==> src/rtl/msx_mouse_pkg.sv <==
// Shared types and constants for the MSX mouse port engine.
package msx_mouse_pkg;

  typedef enum logic [1:0] {
    ST_XH = 2'd0,
    ST_XL = 2'd1,
    ST_YH = 2'd2,
    ST_YL = 2'd3
  } mouse_state_t;

  typedef enum logic [1:0] {
    MODE_AUTO  = 2'd0,
    MODE_JOY   = 2'd1,
    MODE_MOUSE = 2'd2
  } mouse_mode_t;

  localparam int CLAMP8 = 127;

endpackage

==> src/rtl/msx_mouse_port_if.sv <==
// Bus between the PS/2 mouse source / MSX port pins and the mouse engine.
// The scale field exists only when MSX_MOUSE_SCALE_EN is defined.
interface msx_mouse_port_if #(
  parameter int DELTA_W = 9
);
  logic [1:0]         mode;
  logic [DELTA_W-1:0] mouse_x;
  logic [DELTA_W-1:0] mouse_y;
  logic [7:0]         mouse_flags;
  logic               mouse_strobe;
  logic [5:0]         joy_n;
  logic               msx_str;
  logic               mouse_en;
  logic [5:0]         mouse_n;
`ifdef MSX_MOUSE_SCALE_EN
  logic [1:0]         scale;

  modport master (
    output mode, mouse_x, mouse_y, mouse_flags, mouse_strobe, joy_n, msx_str, scale,
    input  mouse_en, mouse_n
  );
  modport slave (
    input  mode, mouse_x, mouse_y, mouse_flags, mouse_strobe, joy_n, msx_str, scale,
    output mouse_en, mouse_n
  );
`else
  modport master (
    output mode, mouse_x, mouse_y, mouse_flags, mouse_strobe, joy_n, msx_str,
    input  mouse_en, mouse_n
  );
  modport slave (
    input  mode, mouse_x, mouse_y, mouse_flags, mouse_strobe, joy_n, msx_str,
    output mouse_en, mouse_n
  );
`endif
endinterface

==> src/rtl/msx_mouse_acc.sv <==
// Saturating signed motion accumulator: adds a delta, removes its own clamped
// snapshot on demand, and reports that clamped (+/-127) value.
module msx_mouse_acc
  import msx_mouse_pkg::*;
#(
  parameter int ACC_W = 10
) (
  input  logic                    clk,
  input  logic                    reset,
  input  logic                    clr_i,
  input  logic                    add_i,
  input  logic                    snap_i,
  input  logic signed [ACC_W-1:0] delta_i,
  output logic signed [7:0]       clamp_o
);
  localparam int SUM_W = ACC_W + 2;
  localparam logic signed [SUM_W-1:0] SAT_HI = $signed({3'b000, {(ACC_W-1){1'b1}}});
  localparam logic signed [SUM_W-1:0] SAT_LO = -SAT_HI;
  localparam logic signed [ACC_W-1:0] C_HI   = ACC_W'(CLAMP8);
  localparam logic signed [ACC_W-1:0] C_LO   = -C_HI;

  logic signed [ACC_W-1:0] acc_q, acc_d;
  logic signed [SUM_W-1:0] sum_s;
  logic signed [7:0]       clamp_s;

  function automatic logic signed [SUM_W-1:0] sext(input logic signed [ACC_W-1:0] v);
    return $signed({{2{v[ACC_W-1]}}, v});
  endfunction

  always_comb begin
    if (acc_q > C_HI) begin
      clamp_s = 8'sd127;
    end else if (acc_q < C_LO) begin
      clamp_s = -8'sd127;
    end else begin
      clamp_s = acc_q[7:0];
    end
  end

  // Add and subtract share one sum so a delta arriving with a snapshot is never lost.
  always_comb begin
    sum_s = sext(acc_q);
    if (add_i) begin
      sum_s = sum_s + sext(delta_i);
    end else begin
      sum_s = sum_s;
    end
    if (snap_i) begin
      sum_s = sum_s - $signed({{(SUM_W-8){clamp_s[7]}}, clamp_s});
    end else begin
      sum_s = sum_s;
    end
    if (clr_i) begin
      acc_d = '0;
    end else if (sum_s > SAT_HI) begin
      acc_d = SAT_HI[ACC_W-1:0];
    end else if (sum_s < SAT_LO) begin
      acc_d = SAT_LO[ACC_W-1:0];
    end else begin
      acc_d = sum_s[ACC_W-1:0];
    end
  end

  always_ff @(posedge clk) begin
    if (reset) begin
      acc_q <= '0;
    end else begin
      acc_q <= acc_d;
    end
  end

  assign clamp_o = clamp_s;

endmodule

==> src/rtl/msx_mouse_port.sv <==
// MSX mouse protocol engine for one joystick port: nibble server driven by STROBE.
// Build macro MSX_MOUSE_SCALE_EN adds a per-port delta right-shift (sensitivity divide).
module msx_mouse_port
  import msx_mouse_pkg::*;
#(
  parameter int DELTA_W     = 9,
  parameter int ACC_W       = 10,
  parameter int TIMEOUT_CYC = 100000
) (
  input  logic            clk_sys,
  input  logic            reset,
  msx_mouse_port_if.slave bus
);
  localparam int TO_W = $clog2(TIMEOUT_CYC + 1);
  localparam logic [TO_W-1:0] TO_LOAD = TO_W'(TIMEOUT_CYC);
  localparam logic [TO_W-1:0] TO_ONE  = TO_W'(1);

  logic                    en_q, en_d;
  logic                    str_q;
  logic [5:0]              n_q, n_d;
  mouse_state_t            state_q, state_d;
  logic signed [7:0]       snap_x_q, snap_x_d, snap_y_q, snap_y_d;
  logic [TO_W-1:0]         to_q, to_d;
  logic                    edge_s, snap_s, clr_s, add_s;
  logic signed [ACC_W-1:0] dx_s, dy_s;
  logic signed [7:0]       clamp_x_s, clamp_y_s, neg_x_s;

`ifdef MSX_MOUSE_SCALE_EN
  assign dx_s = $signed(ACC_W'($signed(bus.mouse_x))) >>> bus.scale;
  assign dy_s = $signed(ACC_W'($signed(bus.mouse_y))) >>> bus.scale;
`else
  assign dx_s = $signed(ACC_W'($signed(bus.mouse_x)));
  assign dy_s = $signed(ACC_W'($signed(bus.mouse_y)));
`endif

  assign edge_s = str_q ^ bus.msx_str;
  assign clr_s  = ~en_d;
  assign add_s  = bus.mouse_strobe & en_d;

  // Port ownership: a fresh mouse packet beats a pressed joystick line in auto mode.
  always_comb begin
    case (bus.mode)
      MODE_JOY:   en_d = 1'b0;
      MODE_MOUSE: en_d = 1'b1;
      default: begin
        if (bus.mouse_strobe) begin
          en_d = 1'b1;
        end else if (!(&bus.joy_n)) begin
          en_d = 1'b0;
        end else begin
          en_d = en_q;
        end
      end
    endcase
  end

  always_comb begin
    state_d  = state_q;
    snap_x_d = snap_x_q;
    snap_y_d = snap_y_q;
    n_d      = n_q;
    to_d     = to_q;
    snap_s   = 1'b0;
    neg_x_s  = -clamp_x_s;
    if (!en_d) begin
      state_d  = ST_XH;
      snap_x_d = 8'sd0;
      snap_y_d = 8'sd0;
      n_d      = 6'h3F;
      to_d     = '0;
    end else begin
      n_d[5:4] = ~bus.mouse_flags[1:0];
      if (edge_s) begin
        to_d = TO_LOAD;
        // X is reported negated: MSX expects left/up motion as positive.
        case (state_q)
          ST_XH: begin
            snap_s    = 1'b1;
            snap_x_d  = neg_x_s;
            snap_y_d  = clamp_y_s;
            n_d[3:0]  = neg_x_s[7:4];
            state_d   = ST_XL;
          end
          ST_XL: begin
            n_d[3:0] = snap_x_q[3:0];
            state_d  = ST_YH;
          end
          ST_YH: begin
            n_d[3:0] = snap_y_q[7:4];
            state_d  = ST_YL;
          end
          default: begin
            n_d[3:0] = snap_y_q[3:0];
            state_d  = ST_XH;
          end
        endcase
      end else if (to_q != '0) begin
        to_d = to_q - TO_ONE;
        if (to_q == TO_ONE) begin
          state_d = ST_XH;
        end else begin
          state_d = state_q;
        end
      end else begin
        to_d = to_q;
      end
    end
  end

  always_ff @(posedge clk_sys) begin
    if (reset) begin
      en_q     <= 1'b0;
      str_q    <= 1'b0;
      n_q      <= 6'h3F;
      state_q  <= ST_XH;
      snap_x_q <= 8'sd0;
      snap_y_q <= 8'sd0;
      to_q     <= '0;
    end else begin
      en_q     <= en_d;
      str_q    <= bus.msx_str;
      n_q      <= n_d;
      state_q  <= state_d;
      snap_x_q <= snap_x_d;
      snap_y_q <= snap_y_d;
      to_q     <= to_d;
    end
  end

  msx_mouse_acc #(.ACC_W(ACC_W)) u_acc_x (
    .clk     (clk_sys),
    .reset   (reset),
    .clr_i   (clr_s),
    .add_i   (add_s),
    .snap_i  (snap_s),
    .delta_i (dx_s),
    .clamp_o (clamp_x_s)
  );

  msx_mouse_acc #(.ACC_W(ACC_W)) u_acc_y (
    .clk     (clk_sys),
    .reset   (reset),
    .clr_i   (clr_s),
    .add_i   (add_s),
    .snap_i  (snap_s),
    .delta_i (dy_s),
    .clamp_o (clamp_y_s)
  );

  assign bus.mouse_en = en_q;
  assign bus.mouse_n  = n_q;

endmodule
==> src/flat_wrapper.sv <==
// flat-port wrapper written by rule: the top's interface ports become plain ports
module msx_mouse_port_flat import msx_mouse_pkg::*;
#(
  parameter int DELTA_W     = 9,
  parameter int ACC_W       = 10,
  parameter int TIMEOUT_CYC = 100000
)
  (clk_sys, reset, bus_mode, bus_mouse_x, bus_mouse_y, bus_mouse_flags, bus_mouse_strobe, bus_joy_n, bus_msx_str, bus_mouse_en, bus_mouse_n);
  msx_mouse_port_if #(.DELTA_W(DELTA_W)) bus_i ();
  input  logic clk_sys;
  input  logic reset;
  input wire logic [$bits(bus_i.mode)-1:0] bus_mode;
  input wire logic [$bits(bus_i.mouse_x)-1:0] bus_mouse_x;
  input wire logic [$bits(bus_i.mouse_y)-1:0] bus_mouse_y;
  input wire logic [$bits(bus_i.mouse_flags)-1:0] bus_mouse_flags;
  input wire logic [$bits(bus_i.mouse_strobe)-1:0] bus_mouse_strobe;
  input wire logic [$bits(bus_i.joy_n)-1:0] bus_joy_n;
  input wire logic [$bits(bus_i.msx_str)-1:0] bus_msx_str;
  output wire logic [$bits(bus_i.mouse_en)-1:0] bus_mouse_en;
  output wire logic [$bits(bus_i.mouse_n)-1:0] bus_mouse_n;
  assign bus_i.mode = bus_mode;
  assign bus_i.mouse_x = bus_mouse_x;
  assign bus_i.mouse_y = bus_mouse_y;
  assign bus_i.mouse_flags = bus_mouse_flags;
  assign bus_i.mouse_strobe = bus_mouse_strobe;
  assign bus_i.joy_n = bus_joy_n;
  assign bus_i.msx_str = bus_msx_str;
  assign bus_mouse_en = bus_i.mouse_en;
  assign bus_mouse_n = bus_i.mouse_n;
  msx_mouse_port #(.DELTA_W(DELTA_W), .ACC_W(ACC_W), .TIMEOUT_CYC(TIMEOUT_CYC)) u_core (.clk_sys(clk_sys), .reset(reset), .bus(bus_i));
endmodule
==> config.mk <==
export PLATFORM = sky130hd
export DESIGN_NAME = msx_mouse_port_flat
export DESIGN_NICKNAME = d
export VERILOG_FILES = /design/src/rtl/msx_mouse_pkg.sv /design/src/rtl/msx_mouse_port_if.sv /design/src/rtl/msx_mouse_acc.sv /design/src/rtl/msx_mouse_port.sv /design/src/flat_wrapper.sv
export SDC_FILE = /design/constraint.sdc
export NUM_CORES = 1
export LEC_CHECK = 0
export BUFFER_PORTS_ARGS = -buffer_cell sky130_fd_sc_hd__buf_2
export CORE_UTILIZATION = 49
export DETAILED_ROUTE_END_ITERATION = 7
export PLACE_DENSITY = 0.68
export SLEW_MARGIN = 20
export SYNTH_ARGS = -nofsm -noshare
export SYNTH_HDL_FRONTEND = slang
export SYNTH_SLANG_ARGS = --single-unit
export TNS_END_PERCENT = 20
==> constraint.sdc <==
create_clock -name clk_sys -period 6 [get_ports clk_sys]
set_input_delay 1.2 -clock clk_sys [delete_from_list [all_inputs] [get_ports clk_sys]]
set_output_delay 1.2 -clock clk_sys [all_outputs]
set_load 0.005 [all_outputs]
==> results of run 1 <==
[worst max-delay path: stages]
cell	delay [ns]
buf_2	0.12
ha_1	0.32
a211oi_4	0.34
o21bai_1	0.13
a21oi_1	0.18
xor2_1	0.08
o21ai_0	0.33
ha_1	0.36
a21o_2	0.22
nor3_1	0.52
o211ai_1	0.24
nand3_2	0.14
mux2_4	0.31
xor2_1	0.14
mux2i_1	0.16
or4b_1	0.47
a221oi_1	0.26
[cell usage after synthesis (6+ instances only)]
cell type   n  area share
nor2_1     69       0.049
o21ai_0    62       0.059
dfxtp_1    59        0.22
nand2_1    59       0.042
a21oi_1    58       0.055
ha_1       49        0.12
inv_1      36       0.026
xor2_1     22       0.036
nor3_1     20       0.019
a211oi_1   15       0.021
o21a_1     15       0.021
xnor2_1    15       0.025
clkbuf_1   12      0.0085
nand3_1    11       0.010
mux2i_1    10       0.019
a21o_1      7      0.0099
nor2b_1     7      0.0083
nor4_1      7      0.0083
or2_2       7      0.0083
or4_1       7      0.0099
a221oi_1    6      0.0099
nand2b_1    6      0.0071
o211ai_1    6      0.0085
o22ai_1     6      0.0071
[report_power, final]
part / switching [uW] / internal [uW] / leakage, uW
registers: 44.6 / 427 / 0.000481
logic: 715 / 540 / 0.00184
clock network: 178 / 193 / 0.0000958
[worst paths after layout]
kind,from,end,slack (ns)
worst max-delay path,bus_mouse_x[1],u_core.u_acc_x.acc_q[0],0.73
worst min-delay path,u_core.snap_x_q[1],u_core.snap_x_q[1],0.46
worst max register to register,u_core.u_acc_x.acc_q[3],u_core.u_acc_x.acc_q[0],1.11
worst min register to register,u_core.snap_x_q[1],u_core.snap_x_q[1],0.46
[through the flow]
stage / utilization / total power [uW] / std cells
6_report: 0.557 / 2100 / 855
5_1_grt: 0.557 / 2270 / 855
4_1_cts: 0.557 / 2090 / 855
3_5_place_dp: 0.538 / 1700 / 839
3_3_place_gp: 0.538 / 1670 / 839
2_1_floorplan: - / 1460 / 678
[final cells by class]
type,count,area share
well taps,136,0.0294
multi-input cells,564,0.668
inverters,37,0.0240
clock buffers,9,0.0214
flip-flops and latches,59,0.204
clock inverters,7,0.0132
repair buffers,43,0.0394
[state kept, by name, indices dropped and copies added (netlist names)]
register,flops
u_core.snap_x_q,4
u_core.str_q,1
u_core.bus.mouse_en,1
u_core.snap_y_q,8
u_core.state_q,2
u_core.bus.mouse_n,6
u_core.u_acc_x.acc_q,10
u_core.to_q,17
u_core.u_acc_y.acc_q,10
[cell families after synthesis]
kind of cell               Yosys count  synth area share
DFF                                 59             0.224
buffers and inverters               55            0.0464
AOI/OAI and AO/OA                  236             0.303
adders and majority gates           54             0.133
xor gates and xnor gates            37            0.0613
muxes                               14            0.0282
and+or+nand+nor                    223             0.204
[per-layer routing]
layer  vias up  part of all wire
li1       2586                 -
met2       146              0.44
met4         0             0.014
met3        18             0.058
met5         -                 0
met1      2403              0.49
==> out/results.ini, run 1 <==
[routing]
via_count=5153
drtPass1Iterations=5
wire_per_inst_um=16.0
via_per_inst=6.03
routed_wl_um=13700
first_iter_violations=303
ant_nets=0
drc=0

[die]
die_area_um2=11200
rows=37
dieHeight_um=106
start_util=0.510
io_pins=45
core_um2=10400
die_x_um=106

[cts]
cts_tree=done
postCtsHoldBufs=0
post_cts_buffers=0
clock_latency_ns=0.35
clockBufferDepth=2
clock-root-buffer=clkbuf_8
cts_resized=0
cts_num_sinks=59
clk_pin_slew_worst_paths_ns=0.07
cts_buffers=9
ctsHtreeMaxLevel=3

[synthesis]
netlist_instances=678
synth_seq_area_share=0.224
syn_area_per_cell_um2=7.79
syn_nets=769
synth-main-ff-cell=dfxtp_1
ys_async_sr_fraction=0
synth_edf_count=0
ys_ff_latch=59
synth_area_um2=5280
synth.distinct_cells=82
synth_warnings=0

[place]
dpl_cell_area_um2=5580
port_buffers=38
finalWeightedCongestion=0.956
place_ws_ns=0.389
hpwl_um=10500

[critical_path]
path_class=input pin to register
cp-end-kind=register
reg2reg_depth=15
path_max_fanout=5
arrival_ns=5.53
start_kind=input pin
crit_required_ns=6.25

[sta]
drv_slew=0
fin_ws_ns=0.725
skew_ns=0.0142
max_freq_ghz=0.190
rsz0062_at_grt=false
fin_setup_tns_ns=0
hold_slack_ns=0.461
setup_viol_count_final=0
max-slew-margin-rel=0.344
tightest_slew_ns=0.974
finalCriticalPeriod_ns=5.27
hold_viol_final=0
fin_crit_sh=0.879

[final_layout]
drive_gt1_frac=0.134
regArea_um2=1180
layout_common_cells=nor2_1, o21ai_0, nand2_1, dfxtp_1, a21oi_1
n_antenna_cell=0
nFillCells=959
nNetsFinal=805
postLayoutCellArea_um2=5780
final_common_cell=nor2_1
areaGrowthSynthToFinish_pct=9.38
multi_input_area_um2=3860

[power_and_ir_drop]
leakagePower_uw=0.00242
peakVddDrop_mv=0.149
power.density_nw_per_um2=363

[global_routing]
grt_pass1_vias=4853
grt_use_met1=0.347
grt-ovfl-total=0
grt_use_total=0.253
grt_pass1_wl_um=23000
met2_usage=0.408
antenna_found_initial=0
top_usage_layer=met2
use_met3=0.0433
grt_start_max_net_pins=33

[worst_hold_path]
hold_depth=2
hold_path.class=register to register

[outcome]
status=completed

[flow_run]
drv_cap=0

(Power assumes the default switching activity.)
==> inputs of run 2 (changes only) <==
- CTS_BUF_LIST: not set -> sky130_fd_sc_hd__clkbuf_4 sky130_fd_sc_hd__clkbuf_8
- RECOVER_POWER: not set -> 25
==> out/results.ini, run 2 (same netlist as run 1, synthesis figures left out) <==
[critical_path]
cp_cell_sequence=buf_2 > ha_1 > a211oi_4 > o21bai_1 > a21oi_1 > xor2_1 > o21ai_0 > ha_1 > a21o_2 > nor3_1 > o211ai_1 > nand3_2 > mux2_4 > xor2_1 > mux2i_1 > or4b_1 > a221oi_1
cp-end-kind=register
path_class=input pin to register
r2r_setup_slack_ns=1.10
arrival_ns=5.53
cpPeakStageDelay_ns=0.52
r2r-start=u_core.u_acc_x.acc_q[3]
r2r-end=u_core.u_acc_x.acc_q[0]
crit_required_ns=6.24
path_max_fanout=5
reg2reg_depth=15
slowest_stage=nor3_1
start_kind=input pin

[final_layout]
nFillCells=965
top_register=u_core.to_q
areaGrowthSynthToFinish_pct=9.21
largest_reg_flops=17
postLayoutCellArea_um2=5770
reg_top3=u_core.to_q: 17 flops, u_core.u_acc_x.acc_q: 10 flops, u_core.u_acc_y.acc_q: 10 flops
n_antenna_cell=0
nNetsFinal=805
drive_gt1_frac=0.127
layout_common_cells=nor2_1, o21ai_0, nand2_1, dfxtp_1, a21oi_1
instances_no_fill=855
final_common_cell=nor2_1

[worst_hold_path]
hold_depth=2
hold_start=u_core.snap_x_q[1]
hold_path.class=register to register
whs_endpoint=u_core.snap_x_q[1]

[place]
dpl_cell_area_um2=5580
dp_cells=839
port_buffers=38
hpwl_um=10500
finalWeightedCongestion=0.956

[routing]
via_per_inst=6.08
ant_nets=0
first_iter_violations=343
via_count=5200
drc=0
routed_wl_um=13700
wire_per_inst_um=16.0
drtPass1Iterations=6

[global_routing]
antenna_found_initial=0
met2_usage=0.408
grt_use_total=0.253
grt-ovfl-total=0
use_met3=0.0433
grt_use_met1=0.347
top_usage_layer=met2
grt_start_max_net_pins=33
grt_pass1_vias=4853
grt_pass1_wl_um=23000

[cts]
cts_num_sinks=59
clock_latency_ns=0.35
ctsHtreeMaxLevel=3
cts_buffers=9
clk_pin_slew_worst_paths_ns=0.07
clockBufferDepth=2
postCtsHoldBufs=0
cts_tree=done
cts_resized=0
post_cts_buffers=0
clock-root-buffer=clkbuf_8

[sta]
skew_ns=0.0125
setup_viol_count_final=0
hold_slack_ns=0.461
drv_slew=33
fin_setup_tns_ns=0
finalCriticalPeriod_ns=5.29
hold_viol_final=0
fin_crit_sh=0.882
max-slew-margin-rel=-0.108
tightest_slew_ns=1.66
rsz0062_at_grt=false
max_freq_ghz=0.189

[die]
die_x_um=106
die_area_um2=11200
io_pins=45
rows=37
core_um2=10400
dieHeight_um=106
start_util=0.510

[outcome]
status=finished with violations
violations=max-capacitance violations, max-slew violations

[power_and_ir_drop]
peakVddDrop_mv=0.149
leakagePower_uw=0.00241
power.density_nw_per_um2=365

[flow_run]
drv_cap=1

## run 2: cell count changes in the layout (fill, tap and decap cells not counted), sizes merged
cell,before,now
buf,43,38
clkbuf,9,14
## run 2: worst max path at each step
stage	start	cells past startpoint	slack, ns	to
final	bus_mouse_x[1]	17	0.71	u_core.u_acc_x.acc_q[0]
after floorplan	bus_mode[0]	18	0.82	u_core.u_acc_x.acc_q[0]
after CTS	bus_mouse_x[1]	17	0.73	u_core.u_acc_x.acc_q[0]
after detailed placement	bus_mouse_x[1]	17	0.39	u_core.u_acc_x.acc_q[0]
after global placement	bus_mouse_x[1]	17	0.47	u_core.u_acc_x.acc_q[0]
after global routing	bus_mouse_x[1]	17	0.47	u_core.u_acc_x.acc_q[0]
## run 2: report_power, final
group / leakage (uW) / internal, uW / total, uW / switching (uW)
clock network: 0.0000958 / 193 / 373 / 180
logic: 0.00183 / 540 / 1260 / 720
registers: 0.000481 / 428 / 472 / 44.5
## run 2: cell type report
cell class | instances | area, um2 | share of cell area
clock buffers | 9 | 124 | 0.0215
clock inverters | 7 | 76.3 | 0.0132
inverters | 37 | 139 | 0.0241
multi-input cells | 564 | 3860 | 0.669
flip-flops and latches | 59 | 1180 | 0.205
well taps | 136 | 170 | 0.0295
repair buffers | 43 | 219 | 0.0379
## run 2: per-stage QoR
stage,setup WS (ns),total power (uW),util
4_1_cts,0.735,2090,0.557
6_report,0.705,2100,0.556
3_3_place_gp,0.470,1670,0.538
2_1_floorplan,0.815,1460,-
3_5_place_dp,0.389,1700,0.538
5_1_grt,0.470,2260,0.556
## run 2: layer usage
metal,vias to the layer above,share of wire
met4,0,0.015
met3,19,0.057
li1,2585,-
met2,171,0.44
met1,2425,0.49
met5,-,0
## run 2: worst max-delay path: cells and delay by family
| family | cells | cell delay [ns] |
|---|---|---|
| AOI/OAI and AO/OA | 7 | 1.70 |
| and+or+nand+nor | 3 | 1.13 |
| adders and majority gates | 2 | 0.68 |
| muxes | 2 | 0.47 |
| xor gates and xnor gates | 2 | 0.22 |
| buffers and inverters | 1 | 0.12 |
==> inputs of run 3 (changes only) <==
- CELL_PAD_IN_SITES_DETAIL_PLACEMENT: not set -> 0
- CELL_PAD_IN_SITES_GLOBAL_PLACEMENT: not set -> 1
- CORE_UTILIZATION: 49 -> 47
- PLACE_DENSITY: 0.68 -> not set
- PLACE_DENSITY_LB_ADDON: not set -> 0.1
- clock period: 6 -> 5 ns (I/O delays scaled with it)
==> out/results.ini, run 3 (same netlist as run 1, synthesis figures left out) <==
[outcome]
status=completed

[die]
die_x_um=108
core_um2=10900
io_pins=45
rows=38
start_util=0.485
die_area_um2=11700
dieHeight_um=108

[sta]
hold_viol_final=0
max-slew-margin-rel=0.530
finalCriticalPeriod_ns=4.71
fin_ws_ns=0.285
skew_ns=0.0118
fin_crit_sh=0.943
fin_setup_tns_ns=0
tightest_slew_ns=0.698
drv_slew=0
setup_viol_count_final=0
max_freq_ghz=0.212

[cts]
clock-root-buffer=clkbuf_8
cts_buffers=9
cts_num_sinks=59
clock_latency_ns=0.33
ctsHtreeMaxLevel=3
clk_pin_slew_worst_paths_ns=0.06
cts_tree=done
clockBufferDepth=2
postCtsHoldBufs=0
cts_resized=0
post_cts_buffers=0

[critical_path]
cp-end-kind=register
crit_buf_inv=3
arrival_ns=4.95
cpPeakStageDelay_ns=0.56
crit_family=compound AO/OA/AOI/OAI gates
slowest_stage=o21ai_0
start_kind=input pin
cp_cell_sequence=buf_2 > ha_1 > inv_1 > fa_1 > xor2_1 > o21ai_0 > ha_1 > and2b_2 > nor3_1 > buf_4 > o211ai_1 > nand3_2 > mux2_4 > xor2_1 > mux2i_1 > or4b_1 > a221oi_1
path_max_fanout=4
path_class=input pin to register
crit_required_ns=5.23

[flow_run]
drv_cap=0

[routing]
via_per_inst=5.81
drtPass1Iterations=5
ant_nets=0
routed_wl_um=14500
first_iter_violations=308
via_count=5139
wire_per_inst_um=16.4
drc=0

[final_layout]
nNetsFinal=832
drive_gt1_frac=0.160
areaGrowthSynthToFinish_pct=13.7
postLayoutCellArea_um2=6010
reg_top3=u_core.to_q: 17 flops, u_core.u_acc_x.acc_q: 10 flops, u_core.u_acc_y.acc_q: 10 flops
top_register=u_core.to_q
layout_common_cells=nor2_1, o21ai_0, nand2_1, dfxtp_1, a21oi_1
nFillCells=1048
largest_reg_flops=17
final_common_cell=nor2_1
n_antenna_cell=0
post-route-util=0.552

[power_and_ir_drop]
leakagePower_uw=0.00255
p_total_uw=2620
peakVddDrop_mv=0.248
power.density_nw_per_um2=435

[global_routing]
antenna_found_initial=0
grt_pass1_vias=4976
grt_start_max_net_pins=33
grt-ovfl-total=0
grt_pass1_wl_um=23700
grt_use_total=0.258

[place]
finalWeightedCongestion=0.897
hpwl_um=11600
dpl_cell_area_um2=5800
place_ws_ns=-0.0308
port_buffers=38

[worst_hold_path]
hold_path.class=register to register

run 3: cell count changes in the layout (fill, tap and decap cells not counted), sizes merged:
cell and change:
clkbuf +2, inv -1, buf +27, clkinv -2
run 3: final cells by class:
cell class | count | area [um2] | area share
sequential | 59 | 1180 | 0.197
tap | 140 | 175 | 0.0292
multi-input combinational | 564 | 3870 | 0.645
timing repair buffer | 70 | 437 | 0.0727
inverter | 37 | 139 | 0.0231
clock buffer | 11 | 151 | 0.0252
clock inverter | 4 | 50.0 | 0.00833
run 3: routing by layer:
layer	vias to the layer above	routed length (um)	GRT usage
li1	2633	-	-
met4	0	367	0.0832
met3	23	736	0.0386
met1	2346	6660	0.325
met5	-	0	0
met2	137	6710	0.449
run 3: worst paths after layout:
kind | slack (ns) | depth (start not counted) | end | from
max reg2reg | 0.51 | 16 | u_core.u_acc_x.acc_q[0] | u_core.u_acc_x.acc_q[1]
min | 0.47 | 2 | u_core.snap_y_q[7] | u_core.snap_y_q[7]
max | 0.29 | 17 | u_core.u_acc_x.acc_q[0] | bus_mouse_x[0]
min reg2reg | 0.47 | 2 | u_core.snap_y_q[7] | u_core.snap_y_q[7]
run 3: where the power goes:
part | leakage (uW) | switching, uW | internal, uW
logic | 0.00197 | 896 | 720
clock network | 0.0000974 | 189 | 254
registers | 0.000481 | 43.3 | 513
total | 0.00255 | 1130 | 1490
run 3: tightest hold or removal path, cell delays in order (launching register included):
cell and delay [ns]:
dfxtp_1 0.32, nand2_1 0.06, a21oi_1 0.05
run 3: stage by stage:
stage                     hold slack (ns)  std cells
after global placement              0.458        870
after CTS                           0.474        885
after detailed placement            0.462        870
after global routing                0.501        885
after floorplan                     0.436        678
final                               0.472        885
